===== config.mk =====
export PLATFORM = sky130hd
export DESIGN_NAME = tm1638_spi_tx
export DESIGN_NICKNAME = d
export VERILOG_FILES = /design/src/rtl/tm1638_spi_tx_pkg.sv /design/src/rtl/tm1638_spi_tx_fifo.sv /design/src/rtl/tm1638_spi_tx.sv
export SDC_FILE = /design/constraint.sdc
export NUM_CORES = 1
export LEC_CHECK = 0
export BUFFER_PORTS_ARGS = -buffer_cell sky130_fd_sc_hd__buf_2
export CELL_PAD_IN_SITES_DETAIL_PLACEMENT = 0
export CELL_PAD_IN_SITES_GLOBAL_PLACEMENT = 1
export CORE_MARGIN = 2
export CORE_UTILIZATION = 37
export CTS_CLUSTER_DIAMETER = 50
export CTS_CLUSTER_SIZE = 12
export DETAILED_ROUTE_END_ITERATION = 7
export HOLD_SLACK_MARGIN = 0.02
export PLACE_DENSITY_LB_ADDON = 0.1
export SLEW_MARGIN = 40
export SYNTH_ARGS = -nofsm -noshare
export SYNTH_HDL_FRONTEND = slang
export SYNTH_SLANG_ARGS = --single-unit

===== constraint.sdc =====
create_clock -name i_Clk -period 7 [get_ports i_Clk]
set_input_delay 1.4 -clock i_Clk [delete_from_list [all_inputs] [get_ports i_Clk]]
set_output_delay 1.4 -clock i_Clk [all_outputs]
set_load 0.005 [all_outputs]

===== src/rtl/tm1638_spi_tx_pkg.sv =====
// Shared types for the TM1638 command serializer: FSM states, word kinds, word layout.
// The RD_* states exist only when TM1638_SPI_KEY_READ_EN is defined.
package tm1638_spi_types;

  typedef enum logic [3:0] {
    S_IDLE,
    S_START,
    S_BIT_LO,
    S_BIT_HI,
    S_STOP,
    S_GAP
`ifdef TM1638_SPI_KEY_READ_EN
    , S_RD_WAIT,
    S_RD_LO,
    S_RD_HI
`endif
  } spi_state_t;

  typedef enum logic [1:0] {
    KIND_BYTE      = 2'b00,
    KIND_ADDR_DATA = 2'b01,
    KIND_READ      = 2'b10,
    KIND_RSVD      = 2'b11
  } word_kind_t;

  localparam int WORD_W   = 18;
  localparam int KIND_MSB = 17;
  localparam int KIND_LSB = 16;
  localparam int HI_MSB   = 15;
  localparam int HI_LSB   = 8;
  localparam int LO_MSB   = 7;
  localparam int LO_LSB   = 0;
  localparam int TMR_W    = 16;

  function automatic word_kind_t word_kind(input logic [WORD_W-1:0] w);
    return word_kind_t'(w[KIND_MSB:KIND_LSB]);
  endfunction

endpackage


===== src/rtl/tm1638_spi_tx_fifo.sv =====
// Synchronous command FIFO with registered count, full/empty flags and a sticky overflow flag.
module tm1638_fifo
  import tm1638_spi_types::*;
#(
  parameter int DEPTH = 16,
  parameter int WIDTH = WORD_W
) (
  input  logic                     i_Clk,
  input  logic                     i_Rst,
  input  logic                     push,
  input  logic [WIDTH-1:0]         wr_data,
  input  logic                     pop,
  output logic [WIDTH-1:0]         rd_data,
  output logic                     full,
  output logic                     empty,
  output logic [$clog2(DEPTH):0]   count,
  output logic                     overflow
);

  localparam int AW = $clog2(DEPTH);

  logic [WIDTH-1:0] mem [DEPTH];
  logic [AW-1:0]    wr_ptr;
  logic [AW-1:0]    rd_ptr;
  logic             do_push;
  logic             do_pop;

  // Full is decoded from the registered count, so a push in the same cycle as a pop is still refused.
  assign full    = (count == (AW+1)'(DEPTH));
  assign empty   = (count == '0);
  assign do_push = push && !full;
  assign do_pop  = pop && !empty;
  assign rd_data = mem[rd_ptr];

  always_ff @(posedge i_Clk) begin
    if (do_push) mem[wr_ptr] <= wr_data;
  end

  always_ff @(posedge i_Clk) begin
    if (i_Rst) begin
      wr_ptr   <= '0;
      rd_ptr   <= '0;
      count    <= '0;
      overflow <= 1'b0;
    end else begin
      if (do_push) wr_ptr <= wr_ptr + 1'b1;
      if (do_pop)  rd_ptr <= rd_ptr + 1'b1;
      case ({do_push, do_pop})
        2'b10:   count <= count + 1'b1;
        2'b01:   count <= count - 1'b1;
        default: count <= count;
      endcase
      if (push && full) overflow <= 1'b1;
    end
  end

endmodule


===== src/rtl/tm1638_spi_tx.sv =====
// TM1638 command serializer: FIFO-buffered, STB-framed, LSB-first 3-wire transfers.
// TM1638_SPI_KEY_READ_EN adds the 4-byte key-scan read (i_DIO, o_Keys, o_Keys_Valid).
//
// state     | meaning
// S_IDLE    | STB high, pop next word when FIFO non-empty
// S_START   | STB low setup before first bit
// S_BIT_LO  | SCLK low, DIO driven with current bit
// S_BIT_HI  | SCLK high, shift at end
// S_STOP    | STB low hold after last bit
// S_GAP     | STB high minimum inter-frame gap
// S_RD_WAIT | DIO released, wait before read clocks
// S_RD_LO   | read SCLK low
// S_RD_HI   | read SCLK high, i_DIO sampled on entry
module tm1638_spi_tx
  import tm1638_spi_types::*;
#(
  parameter int DEPTH   = 16,
  parameter int CLK_DIV = 8,
  parameter int RD_WAIT = 16
) (
  input  logic              i_Clk,
  input  logic              i_Rst,
  input  logic [WORD_W-1:0] i_Data,
  input  logic              i_Write,
  output logic              o_FIFO_Full,
  output logic              o_Overflow,
  output logic              o_Busy,
  output logic              o_STB,
  output logic              o_SCLK,
  output logic              o_DIO,
`ifdef TM1638_SPI_KEY_READ_EN
  input  logic              i_DIO,
  output logic [31:0]       o_Keys,
  output logic              o_Keys_Valid,
`endif
  output logic              o_DIO_OE
);

  localparam int CW = $clog2(DEPTH) + 1;
  localparam logic [TMR_W-1:0] T_HALF = TMR_W'(CLK_DIV - 1);
  localparam logic [TMR_W-1:0] T_GAP  = TMR_W'(2 * CLK_DIV - 1);

  logic              fifo_pop;
  logic              fifo_empty;
  logic [WORD_W-1:0] fifo_data;
  logic [CW-1:0]     fifo_count;
  word_kind_t        kind;

  spi_state_t        state_q, state_d;
  logic [TMR_W-1:0]  tmr_q, tmr_d;
  logic [15:0]       shift_q, shift_d;
  logic [2:0]        bit_q, bit_d;
  logic              byte2_q, byte2_d;
  logic              dio_q;

`ifdef TM1638_SPI_KEY_READ_EN
  localparam logic [TMR_W-1:0] T_RDW = TMR_W'(RD_WAIT - 1);
  logic              rd_q, rd_d;
  logic [4:0]        rd_cnt_q, rd_cnt_d;
  logic [31:0]       keys_sh_q;
  logic              rd_sample;
  logic              keys_done;
`endif

  tm1638_fifo #(.DEPTH(DEPTH), .WIDTH(WORD_W)) u_fifo (
    .i_Clk    (i_Clk),
    .i_Rst    (i_Rst),
    .push     (i_Write),
    .wr_data  (i_Data),
    .pop      (fifo_pop),
    .rd_data  (fifo_data),
    .full     (o_FIFO_Full),
    .empty    (fifo_empty),
    .count    (fifo_count),
    .overflow (o_Overflow)
  );

  assign kind = word_kind(fifo_data);

  always_comb begin
    state_d  = state_q;
    tmr_d    = (tmr_q != '0) ? tmr_q - 1'b1 : tmr_q;
    shift_d  = shift_q;
    bit_d    = bit_q;
    byte2_d  = byte2_q;
    fifo_pop = 1'b0;
`ifdef TM1638_SPI_KEY_READ_EN
    rd_d      = rd_q;
    rd_cnt_d  = rd_cnt_q;
    rd_sample = 1'b0;
    keys_done = 1'b0;
`endif
    case (state_q)
      S_IDLE: begin
        if (!fifo_empty) begin
          fifo_pop = 1'b1;
          if (kind != KIND_RSVD) begin
            state_d = S_START;
            tmr_d   = T_HALF;
            bit_d   = '0;
            byte2_d = (kind == KIND_ADDR_DATA);
            // Second byte sits above the first so one right shift walks both in order.
            if (kind == KIND_ADDR_DATA)
              shift_d = {fifo_data[LO_MSB:LO_LSB], fifo_data[HI_MSB:HI_LSB]};
            else
              shift_d = {8'h00, fifo_data[LO_MSB:LO_LSB]};
`ifdef TM1638_SPI_KEY_READ_EN
            rd_d = (kind == KIND_READ);
`endif
          end
        end
      end
      S_START: begin
        if (tmr_q == '0) begin
          state_d = S_BIT_LO;
          tmr_d   = T_HALF;
        end
      end
      S_BIT_LO: begin
        if (tmr_q == '0) begin
          state_d = S_BIT_HI;
          tmr_d   = T_HALF;
        end
      end
      S_BIT_HI: begin
        if (tmr_q == '0) begin
          tmr_d   = T_HALF;
          shift_d = {1'b0, shift_q[15:1]};
          bit_d   = bit_q + 1'b1;
          if (bit_q != 3'd7) begin
            state_d = S_BIT_LO;
          end else if (byte2_q) begin
            byte2_d = 1'b0;
            state_d = S_BIT_LO;
          end
`ifdef TM1638_SPI_KEY_READ_EN
          else if (rd_q) begin
            state_d = S_RD_WAIT;
            tmr_d   = T_RDW;
          end
`endif
          else begin
            state_d = S_STOP;
          end
        end
      end
      S_STOP: begin
        if (tmr_q == '0) begin
          state_d = S_GAP;
          tmr_d   = T_GAP;
        end
      end
      S_GAP: begin
        if (tmr_q == '0) state_d = S_IDLE;
      end
`ifdef TM1638_SPI_KEY_READ_EN
      S_RD_WAIT: begin
        if (tmr_q == '0) begin
          state_d  = S_RD_LO;
          tmr_d    = T_HALF;
          rd_cnt_d = '0;
        end
      end
      S_RD_LO: begin
        if (tmr_q == '0) begin
          state_d   = S_RD_HI;
          tmr_d     = T_HALF;
          rd_sample = 1'b1;
        end
      end
      S_RD_HI: begin
        if (tmr_q == '0) begin
          tmr_d    = T_HALF;
          rd_cnt_d = rd_cnt_q + 1'b1;
          if (rd_cnt_q == 5'd31) begin
            state_d   = S_STOP;
            keys_done = 1'b1;
            rd_d      = 1'b0;
          end else begin
            state_d = S_RD_LO;
          end
        end
      end
`endif
      default: state_d = S_IDLE;
    endcase
  end

  always_ff @(posedge i_Clk) begin
    if (i_Rst) begin
      state_q <= S_IDLE;
      tmr_q   <= '0;
      shift_q <= '0;
      bit_q   <= '0;
      byte2_q <= 1'b0;
      dio_q   <= 1'b1;
    end else begin
      state_q <= state_d;
      tmr_q   <= tmr_d;
      shift_q <= shift_d;
      bit_q   <= bit_d;
      byte2_q <= byte2_d;
      // DIO only moves together with the SCLK falling edge, or once STB is high again.
      if (state_d == S_BIT_LO && state_q != S_BIT_LO)
        dio_q <= shift_d[0];
      else if (state_d == S_GAP)
        dio_q <= 1'b1;
    end
  end

`ifdef TM1638_SPI_KEY_READ_EN
  always_ff @(posedge i_Clk) begin
    if (i_Rst) begin
      rd_q         <= 1'b0;
      rd_cnt_q     <= '0;
      keys_sh_q    <= '0;
      o_Keys       <= '0;
      o_Keys_Valid <= 1'b0;
    end else begin
      rd_q         <= rd_d;
      rd_cnt_q     <= rd_cnt_d;
      o_Keys_Valid <= keys_done;
      if (rd_sample) keys_sh_q <= {i_DIO, keys_sh_q[31:1]};
      if (keys_done) o_Keys <= keys_sh_q;
    end
  end

  assign o_SCLK   = !(state_q == S_BIT_LO || state_q == S_RD_LO);
  assign o_DIO_OE = !(state_q == S_RD_WAIT || state_q == S_RD_LO || state_q == S_RD_HI);
`else
  assign o_SCLK   = (state_q != S_BIT_LO);
  assign o_DIO_OE = 1'b1;
`endif

  assign o_STB  = (state_q == S_IDLE) || (state_q == S_GAP);
  assign o_DIO  = dio_q;
  assign o_Busy = (state_q != S_IDLE) || (fifo_count != '0);

endmodule


==> impl_metrics.json <==
{
  "area.growth.synth_to_final_pct": 15.51,
  "synth-main-ff-cell": "edfxtp_1",
  "fin_setup_tns_ns": 0,
  "min_path_type": "reg2reg",
  "synth_area_um2": 13700,
  "floorplan.initialDensity_pct": 37.50,
  "post_cts_buffers": 0,
  "crit_path_start_kind": "flop",
  "clk_latency_ns": 0.56,
  "cts_tree": "done",
  "rsz0062_at_grt": "false",
  "yosysUniqueCellTypes": 53,
  "timing.final.crit_share_pct": 47.51,
  "io_pins": 28,
  "dp_hpwl_mm": 18.85,
  "grt_pass1_wl_mm": 48.04,
  "worstPathMaxFanout": 12,
  "synth_edf_count": 288,
  "p_leak_nw": 5.133,
  "synth_nets": 824,
  "syn_inst": 789,
  "status": "completed",
  "vdd_drop_max_uv": 186.4,
  "relSlewSlack_pct": 52.72,
  "ctsLongestPathBuffers": 3,
  "cts.sinks": 347,
  "max-cap-violations": 0,
  "worstPathRequired_ns": 7.41,
  "cts.htree.levels": 2,
  "p_per_area_nw_per_um2": 359.5,
  "hold_violations": 0,
  "antenna_found_initial": 0,
  "critPathCaptureType": "flop",
  "dieHeight_um": 196.4,
  "arrival_ns": 3.73,
  "root_buffer": "clkbuf_16",
  "drt-total-wl_mm": 31.71,
  "ant_nets": 0,
  "gp_congestion": 0.7735,
  "drt-wirelength-per-cell_um": 23.84,
  "dieArea_um2": 38570,
  "seq_area_um2": 9834,
  "multi_input_area_um2": 3687,
  "path_class": "reg2reg",
  "row_count": 70,
  "nets": 869,
  "dr.pass1.iters": 5,
  "routed-via-count": 7187,
  "grt_pass1_vias": 7585,
  "syn_avg_cell_area_um2": 17.36,
  "setup_viol": 0,
  "ys_async_sr_fraction_pct": 0,
  "fin_util_pct": 43.32,
  "drv_slew": 0,
  "holdBufCountCts": 0,
  "min_period_ns": 3.325,
  "ys_seq_elements": 347,
  "clk_pin_slew_ns": 0.06,
  "fmax_mhz": 300.7,
  "grt-ovfl-total": 0,
  "clock-skew-final_ns": 0.03046,
  "drive_above_1_share_pct": 24.01,
  "worst_slew_pin_slew_ns": 0.7082,
  "synth-seq-area-share_pct": 71.76,
  "grt_max_degree": 45,
  "post_cts_resized": 0,
  "nFillCells": 3210,
  "numCtsBuffers": 40,
  "grt_usage_pct": 17.01,
  "port_buffers": 26,
  "yosys_warnings": 0,
  "core_um2": 36520,
  "drc": 0,
  "dr.first_iter.drc_count": 506,
  "diodes": 0,
  "drt-vias-per-instance": 5.404,
  "die_x_um": 196.4
}
## worst max-delay path, stage by stage (launching register included)
cell	delay, ns
dfxtp_1	0.42
nor4_1	0.63
o21a_1	0.46
ha_1	0.30
inv_1	0.10
fa_1	0.39
nor2b_1	0.17
o21ai_0	0.13
and3_1	0.20
nor3_1	0.18
xnor2_1	0.15
nor2_1	0.05
## cell type report
cell class | count | share of cell area, %
Tap cell | 468 | 3.701
Timing Repair Buffer | 49 | 2.452
Inverter | 14 | 0.3321
Sequential cell | 347 | 62.16
Clock inverter | 17 | 1.218
Multi-Input combinational cell | 382 | 23.31
Clock buffer | 53 | 6.833
## layer usage
layer	up-vias	part of all wire (%)	wire [um]	GRT usage [%]
met5	-	0	0	0
met4	0	2.3	728	5.079
met3	52	4.6	1473	3.747
met2	163	49	15510	28.01
met1	3764	44	13990	22.73
li1	3208	-	-	-
## cells by family after synthesis
kind of cell,Yosys count,share of synthesized area [%]
buffers and inverters,60,2.019
adder cells (fa/ha/maj),14,1.334
other,2,0.05483
AND/OR/NAND/NOR,165,5.600
XOR/XNOR,23,1.471
multiplexers,79,12.62
AO/OA/AOI/OAI,99,5.143
flip-flops,347,71.76
## cells in the final DEF (no fill, tap or decap), types with 6 or more instances in the layout
cell type  netlist  routed
a22o_1          22      22
buf_2           11      25
nand2_1         23      23
ha_1            13      13
nor3_1          14      10
a21oi_1         30      30
edfxtp_1       288     288
inv_1           13      13
buf_4            4      17
nor2_2           0       9
nor4_1           6       6
dfxtp_1         59      57
mux4_2          71      71
nand3b_1         6       6
clkbuf_16        0      41
clkbuf_1        23      11
xor2_1          11      11
o22ai_1          7       7
a221oi_1        17      17
xnor2_1         12      12
nor2_1          82      68
## stage by stage
stage	power, mW	cell area (um2)	instances	worst slack, ns	hold WS (ns)
2_1_floorplan	3.422	13700	789	3.370	0.4320
3_3_place_gp	3.706	14390	1253	3.482	0.4422
3_5_place_dp	3.745	14530	1259	3.433	0.4534
4_1_cts	5.774	15800	1329	3.635	0.4615
5_1_grt	5.988	15820	1330	3.369	0.4978
6_report	5.688	15820	1330	3.675	0.4604
## where the power goes
part | leakage [nW] | internal, mW | total [mW] | switching (mW)
combinational | 1.44 | 0.548 | 1.19 | 0.641
clock | 0.611 | 1.17 | 2.01 | 0.834
sequential | 3.08 | 2.37 | 2.49 | 0.125
## synthesized netlist by cell type, types with 2 or more instances
cell | count | area, um2
clkbuf_1 | 23 | 86.33
or3_1 | 5 | 31.28
a22oi_1 | 2 | 15.01
mux4_1 | 3 | 78.83
o211ai_1 | 2 | 15.01
o21ai_0 | 4 | 20.02
mux2i_1 | 5 | 50.05
nand3_1 | 3 | 15.01
buf_1 | 5 | 18.77
and3_1 | 2 | 12.51
nor3_1 | 14 | 70.07
nor3b_1 | 2 | 15.01
nand4_1 | 4 | 25.02
nand2_1 | 23 | 86.33
mux4_2 | 71 | 1599
nor4_1 | 6 | 37.54
xor2_1 | 11 | 96.34
buf_4 | 4 | 30.03
and2_1 | 3 | 18.77
xnor2_1 | 12 | 105.1
o41ai_1 | 2 | 17.52
edfxtp_1 | 288 | 8648
nand3b_1 | 6 | 45.04
nor2_1 | 82 | 307.8
o21bai_1 | 3 | 22.52
ha_1 | 13 | 162.7
a22o_1 | 22 | 192.7
a221oi_1 | 17 | 148.9
a31oi_1 | 2 | 12.51
conb_1 | 2 | 7.510
nor2b_1 | 7 | 43.79
buf_6 | 3 | 33.78
a21oi_1 | 30 | 150.1
buf_2 | 11 | 55.05
dfxtp_1 | 59 | 1181
inv_1 | 13 | 48.80
nand2b_1 | 3 | 18.77
o22ai_1 | 7 | 43.79
## flip-flops by register name (all words and copies together) (netlist names), named ones only
signal           flops
state_q              4
u_fifo.rd_ptr        4
byte2_q              1
o_DIO                1
shift_q             16
bit_q                3
tmr_q               16
u_fifo.wr_ptr        4
u_fifo.count         5
u_fifo.mem         288
u_fifo.overflow      1
## worst paths after layout
path / start / to / slack, ns / cells past startpoint
worst min register to register: shift_q[12]$_SDFFE_PP0P_ / shift_q[12]$_SDFFE_PP0P_ / 0.46 / 2
worst max-delay path: state_q[1]$_SDFF_PP0_ / u_fifo.count[4]$_SDFFE_PP0P_ / 3.67 / 11
worst max register to register: state_q[1]$_SDFF_PP0_ / u_fifo.count[4]$_SDFFE_PP0P_ / 3.67 / 11
worst min-delay path: shift_q[12]$_SDFFE_PP0P_ / shift_q[12]$_SDFFE_PP0P_ / 0.46 / 2
Note: power is estimated with default switching activity, not from simulation.
